===== src/rtl/bcd_serial_add_ctrl.sv =====
// Digit-serial packed-BCD adder: one shared 4-bit BCD digit stage stepped LSD-first
// across DIGITS digits, between a valid/ready requester and a valid/ready consumer.
//
// state | meaning
// IDLE  | ready for a new operation; last result held on sum/cout/err
// RUN   | one digit added per cycle, carry rippled through r_carry
// DONE  | result valid, held until the consumer takes it
module bcd_serial_add_ctrl #(
   parameter int DIGITS = 4,
   parameter int CNT_W  = 3,
   localparam int W     = 4*DIGITS
) (
   input  logic         clk,
   input  logic         rst_n,
   input  logic         in_valid,
   output logic         in_ready,
   input  logic [W-1:0] a,
   input  logic [W-1:0] b,
   input  logic         cin,
   output logic         out_valid,
   input  logic         out_ready,
   output logic [W-1:0] sum,
   output logic         cout,
   output logic         err,
   output logic         busy
);

   typedef enum logic [1:0] {S_IDLE, S_RUN, S_DONE} state_t;

   state_t             r_state;
   state_t             w_state_nxt;
   logic [W-1:0]       r_a;
   logic [W-1:0]       r_b;
   logic [W-1:0]       r_sum;
   logic               r_carry;
   logic               r_cout;
   logic               r_err;
   logic [CNT_W-1:0]   r_idx;
   logic [3:0]         w_dig_a;
   logic [3:0]         w_dig_b;
   logic [4:0]         w_t;
   logic [3:0]         w_digit;
   logic               w_carry_nxt;
   logic               w_last;

   function automatic logic f_non_bcd(input logic [W-1:0] v);
      logic r;
      r = 1'b0;
      for (int d = 0; d < DIGITS; d++)
         if (v[4*d +: 4] > 4'd9) r = 1'b1;
      return r;
   endfunction

   assign w_last = (r_idx == CNT_W'(DIGITS-1));

   always_ff @(posedge clk or negedge rst_n) begin
      if (!rst_n) r_state <= S_IDLE;
      else        r_state <= w_state_nxt;
   end

   always_comb begin
      w_state_nxt = r_state;
      case (r_state)
         S_IDLE:  if (in_valid)  w_state_nxt = S_RUN;
         S_RUN:   if (w_last)    w_state_nxt = S_DONE;
         S_DONE:  if (out_ready) w_state_nxt = S_IDLE;
         default:                w_state_nxt = S_IDLE;
      endcase
   end

   assign in_ready  = (r_state == S_IDLE);
   assign busy      = (r_state == S_RUN);
   assign out_valid = (r_state == S_DONE);
   assign sum       = r_sum;
   assign cout      = r_cout;
   assign err       = r_err;

   // Shared digit stage: binary add, then +6 when the 5-bit sum passes 9.
   always_comb begin
      w_dig_a = 4'd0;
      w_dig_b = 4'd0;
      for (int d = 0; d < DIGITS; d++) begin
         if (r_idx == CNT_W'(d)) begin
            w_dig_a = r_a[4*d +: 4];
            w_dig_b = r_b[4*d +: 4];
         end
      end
      w_t = {1'b0, w_dig_a} + {1'b0, w_dig_b} + {4'd0, r_carry};
      if (w_t > 5'd9) begin
         w_digit     = w_t[3:0] + 4'd6;
         w_carry_nxt = 1'b1;
      end else begin
         w_digit     = w_t[3:0];
         w_carry_nxt = 1'b0;
      end
   end

   always_ff @(posedge clk or negedge rst_n) begin
      if (!rst_n) begin
         r_a     <= '0;
         r_b     <= '0;
         r_sum   <= '0;
         r_carry <= 1'b0;
         r_cout  <= 1'b0;
         r_err   <= 1'b0;
         r_idx   <= '0;
      end else begin
         case (r_state)
            S_IDLE: begin
               if (in_valid) begin
                  r_a     <= a;
                  r_b     <= b;
                  r_carry <= cin;
                  r_idx   <= '0;
                  r_err   <= f_non_bcd(a) | f_non_bcd(b);
                  r_sum   <= '0;
               end
            end
            S_RUN: begin
               for (int d = 0; d < DIGITS; d++)
                  if (r_idx == CNT_W'(d)) r_sum[4*d +: 4] <= w_digit;
               r_carry <= w_carry_nxt;
               r_idx   <= r_idx + CNT_W'(1);
               if (w_last) r_cout <= w_carry_nxt;
            end
            default: ;
         endcase
      end
   end

endmodule


===== config.mk =====
export PLATFORM = sky130hd
export DESIGN_NAME = bcd_serial_add_ctrl
export DESIGN_NICKNAME = d
export VERILOG_FILES = /design/src/rtl/bcd_serial_add_ctrl.sv
export SDC_FILE = /design/constraint.sdc
export NUM_CORES = 1
export LEC_CHECK = 0
export BUFFER_PORTS_ARGS = -buffer_cell sky130_fd_sc_hd__buf_2
export CORE_UTILIZATION = 50
export CTS_CLUSTER_SIZE = 14
export DETAILED_ROUTE_END_ITERATION = 8
export GPL_TIMING_DRIVEN = 0
export PLACE_DENSITY = 0.83
export SYNTH_ARGS = -nofsm -noshare
export SYNTH_HDL_FRONTEND = slang
export SYNTH_SLANG_ARGS = --single-unit

===== constraint.sdc =====
create_clock -name clk -period 3.5 [get_ports clk]
set_input_delay 1.05 -clock clk [delete_from_list [all_inputs] [get_ports clk]]
set_output_delay 1.05 -clock clk [all_outputs]
set_load 0.005 [all_outputs]

After elaboration in Yosys (flattened, before gate mapping)
Index checks and enable logic that the tools add are counted.
Widths: inputs -> output; s select.

storage, ports and cells
  bits in registers = 56
  RAM bits = 0
  input bits = 37
  ROM bits = 0
  memories = 0
  latch bits = 0
  logic and storage cells = 83

cells by class
  div/mod/pow operators = 0
  shift operators = 0
  reductions and logical operators = 11
  add/sub/neg operators = 4
  $lt $le $gt $ge = 9
  multipliers = 0
  bitwise gates (word level) = 1
  equal/unequal tests = 11
  multiplexer cells = 36

operator list
  operator             count
  $mux 4               13
  $gt 4x4->1 const B   8
  $pmux 16 s2          1
  $mux 16              1
  $reduce_and 3->1     5
  $mux 1               14
  $ne 2x1->1 const B   5
  $eq 3x2->1 const B   2
  $mux 2               3
  $pmux 2 s3           1
  $pmux 3 s2           1
  $reduce_and 2->1     3
  $add 4x4->5          1
  $add 5x1->5          1
  $gt 5x4->1 const B   1
  $add 4x3->4 const B  1
  $add 3x1->3 const B  1
  $eq 3x1->1 const B   1
  $logic_not 3->1      1
  $mux 3               1
  $eq 2x1->1 const B   1
  $eq 2x2->1 const B   1
  $logic_not 2->1      1
  $ne 2x2->1 const B   1
  3 further kinds      3

Logic depth before layout (Yosys ltp)
  depth after elaboration = 11
  gate-level depth with buffers = 18
  depth with buffers taken out = 18

Worst setup path after synthesis
No wires, ideal clock.

  kind = register to register
  from = register r_idx[0]
  to = register r_sum[13], in the netlist sum[13]
  slack = -0.224 ns
  setup time = 0.120 ns
  stages on the path, launching flop included = 17
  path buffers = 2
  arrival = 3.603 ns
  period minus slack after synthesis = 3.724 ns
  data required time = 3.380 ns
  cells stage by stage = dfrtp_1 > ha_1 > ha_1 > clkbuf_1 > nor2_1 > a22oi_1 > fa_1 > inv_1 > fa_1 > buf_4 > inv_1 > ha_1 > nand2b_1 > a22o_4 > nand4_2 > o2111ai_1 > a41o_1

on the way
  word-level cells in the longest chain between the ends = 11
  elaborated cells between the ends (all ways) = 21
  classes of those cells = 3 x add/sub; 1 x order compare; 4 x eq/ne; 11 x mux; 2 x reduce/logical

ends and longest elaborated chain
  what                                       line    text
  start: declaration                         38      logic [CNT_W-1:0] r_idx;
  start signal: assignment                   123     r_idx <= r_idx + CNT_W'(1);
  $logic_not 3->1                            83      if (r_idx == CNT_W'(d)) begin
  $mux 4 (4 in a row)                        83
  $add 4x4->5                                88      w_t = {1'b0, w_dig_a} + {1'b0, w_dig_b} + {4'd0, r_carry};
  $add 5x1->5                                88
  $add 4x3->4 or $gt 5x4->1 (tied branches)  90, 89
  $mux 4                                     89      if (w_t > 5'd9) begin
  $mux 4                                     121     if (r_idx == CNT_W'(d)) r_sum[4*d +: 4] <= w_digit;
  $pmux 16 s2                                108     case (r_state)
  end signal: indexed assignment             121
  end: declaration                           34      logic [W-1:0] r_sum;

Several ways; a longest one is shown, not always the timed one. The select of a mux whose other input is x is not followed.
A chain may end at the register's enable or synchronous reset.

Worst setup path in the final report
Ends and elaborated chain as after synthesis.

==> flow_metrics.tcl <==
set metrics [dict create \
    final_nets 483 \
    routed_via_density 5.73 \
    reg2reg_setup_slack_ps 70 \
    fin_crit_sh 0.980 \
    crit_type "register to register" \
    synth_edf_count 0 \
    crit_arrival_ps 3650 \
    clk_pin_slew_ps 110 \
    ys.flop_type "dfrtp_1" \
    power.density_nw_per_um2 1290 \
    drive_above_1_share 0.308 \
    slew_headroom 0.195 \
    r2r_end "sum[13]$_DFFE_PN0P_" \
    clock-sinks 56 \
    min_period_ps 3430 \
    drt-total-wl_mm 7.82 \
    area_growth_syn_to_layout_pct 25.8 \
    start_util 0.516 \
    max_freq_ghz 0.292 \
    cap_violations 0 \
    routed-via-count 2920 \
    timing.critical_path.from_type "register" \
    syn-instance-count 352 \
    synth_top_area_share 0.462 \
    cts.path.max_buffers 2 \
    design_area_sq_um 3820 \
    critPathMaxStageDelay_ps 460 \
    p_leak_nw 1.95 \
    boundaryPins 58 \
    critPathMaxFanout 6 \
    yosysWarnings 0 \
    synth_area_sq_um 3040 \
    hold_class "register to register" \
    antenna_found_initial 0 \
    r2r_cells 17 \
    synthesis.nets 401 \
    synthArstFlopShare 1.00 \
    cp.required_ps 3720 \
    cts_tree "yes" \
    dieWidth_um 79.9 \
    ir_worst_vdd_uv 676 \
    min_from "err$_DFFE_PN0P_" \
    wire_per_inst_um 15.3 \
    skew_ps 8.06 \
    ys_ff_latch 56 \
    synth_area_per_cell_sq_um 8.62 \
    die_h_um 79.9 \
    endpoint "sum[13]$_DFFE_PN0P_" \
    placed_cell_area_sq_um 3430 \
    grt_overflow 0 \
    slowest_stage "fa_2" \
    drc_errors 0 \
    antenna_cells 0 \
    path_cells "ha_1 > inv_2 > and3_4 > a21oi_4 > o21ai_4 > a22oi_2 > fa_2 > inv_2 > fa_2 > buf_6 > inv_6 > ha_4 > nand2b_4 > a22o_4 > nand4_2 > o2111ai_1 > a41o_1" \
    design.core.area_sq_um 5890 \
    worstSkewPairLatency_ps 320 \
    rows 28 \
    place_congestion 0.832 \
    status "finished, final reports clean" \
    grt_pass1_wl_mm 12.3 \
    numCtsBuffers 5 \
    synth_top_area_cell "dfrtp_1" \
    grt_pass1_vias 2749 \
    track_usage 0.251 \
    yosysMostFrequentCell "nand2_1" \
    die_area_sq_um 6390 \
    worst_pin_slew_ps 1210 \
    critPathCaptureType "register" \
    io_buffer_count 57 \
    final_util 0.649 \
    htree_num_levels 2 \
    ys_types 42 \
    finalSetupViolations 0 \
    drt_iter0_markers 138 \
    synthTopCellsByCount "nand2_1 (110), dfrtp_1 (56), o21ai_0 (28), nand3_1 (22), a21oi_1 (14)" \
    dp_hpwl_mm 5.43 \
    yosysSeqAreaShare 0.462 \
    ant_nets 0 \
    cts_root_buffer "clkbuf_8" \
    synth_area_leaders "dfrtp_1 (46%), nand2_1 (14%), o21ai_0 (4.6%)" \
    hold_viol 0 \
    grt_max_degree 57 \
    critical_path.startpoint "r_idx[0]$_DFFE_PN0P_" \
    maxSlewViolCount 0 \
    rr_startpoint "r_idx[0]$_DFFE_PN0P_" \
    drtPass1Iterations 6 \
]
[metrics by stage]
stage	power [mW]	worst slack, ps	std cells	setup TNS, ps	hold slack [ps]
after floorplan	2.93	45.2	352	0	437
after global placement	3.45	-361	484	-3670	445
after detailed placement	3.56	-482	484	-5290	451
after CTS	4.34	15.2	500	0	476
after global routing	5.26	-26.3	510	-39.1	503
final	4.92	69.8	510	0	472
[cell usage in the layout, fill, tap and decap left out, types with 2 or more instances in the layout]
cell	instances
a21o_2	2
a21oi_1	13
a21oi_4	2
a22o_1	6
a22oi_2	2
a31o_2	3
a32oi_1	3
and3_1	9
buf_2	63
buf_4	20
buf_6	4
clkbuf_1	3
clkbuf_8	6
clkinvlp_4	2
dfrtp_1	55
fa_2	2
ha_1	5
ha_2	2
ha_4	3
inv_1	5
inv_2	5
mux2i_1	3
nand2_1	110
nand2b_1	2
nand3_1	21
nand4_1	5
nand4bb_1	3
nor2_1	9
nor3_1	2
o211ai_1	3
o21ai_0	24
o21ai_1	8
o31ai_1	4
[critical path, delay by kind of cell, from the launching register on]
kind	cells	cell delay (ps)
AO/OA/AOI/OAI	6	860
flip-flops	1	450
buffers and inverters	4	410
adder cells (fa/ha/maj)	4	1240
AND/OR/NAND/NOR	3	380
[state kept, by name, indices dropped and copies added (netlist names)]
register  flops
err           1
sum          16
cout          1
r_state       2
r_carry       1
r_b          16
r_a          16
r_idx         3
[cells by family (layout without fill, tap and decap cells)]
kind of cell	count (synthesis)	in the layout	synth area share
DFF	56	56	0.462
adders and majority gates	12	12	0.0544
xor gates and xnor gates	2	2	0.00825
buffers and inverters	30	113	0.0466
and+or+nand+nor	171	171	0.251
muxes	4	4	0.0132
AOI/OAI and AO/OA	77	77	0.165
[cell type report]
| type | count | area (sq um) |
|---|---|---|
| clock inverters | 3 | 23.8 |
| well taps | 75 | 93.8 |
| fillers | 489 | 2070 |
| inverters | 12 | 50.0 |
| clock buffers | 5 | 68.8 |
| plain buffers | 18 | 138 |
| flip-flops and latches | 56 | 1400 |
| multi-input cells | 266 | 1630 |
| repair buffers | 75 | 418 |
[per-layer routing]
layer | track usage | routed length [um] | vias to the layer above
met2 | 0.432 | 3810 | 145
met4 | 0.0857 | 193 | 0
met1 | 0.316 | 3240 | 1382
li1 | - | - | 1371
met3 | 0.0457 | 579 | 22
met5 | 0 | 0 | -
[repair_timing]
| item | in CTS | in global routing |
|---|---|---|
| pin swaps | 5 | 10 |
| resized for setup | 23 | 21 |
| cloned | 0 | 0 |
| setup buffers | 8 | 10 |
| hold buffers | 0 | 0 |
| endpoints found under the setup margin | 14 | 14 |
[how the worst min path moves through the flow]
| stage | endpoint | slack (ps) | cells past startpoint |
|---|---|---|---|
| final | err$_DFFE_PN0P_ | 470 | 2 |
| after global routing | r_a[9]$_DFFE_PN0P_ | 500 | 2 |
| after CTS | err$_DFFE_PN0P_ | 480 | 2 |
| after detailed placement | err$_DFFE_PN0P_ | 450 | 2 |
| after global placement | err$_DFFE_PN0P_ | 450 | 2 |
| after floorplan | r_a[0]$_DFFE_PN0P_ | 440 | 2 |
[report_power, final]
| part | internal, mW | switching, mW | leakage, nW |
|---|---|---|---|
| Clock | 0.142 | 0.228 | 0.0404 |
| Combinational | 1.60 | 1.86 | 1.20 |
| Sequential | 0.922 | 0.173 | 0.711 |
No activity file was read; power rests on OpenSTA's default activity.
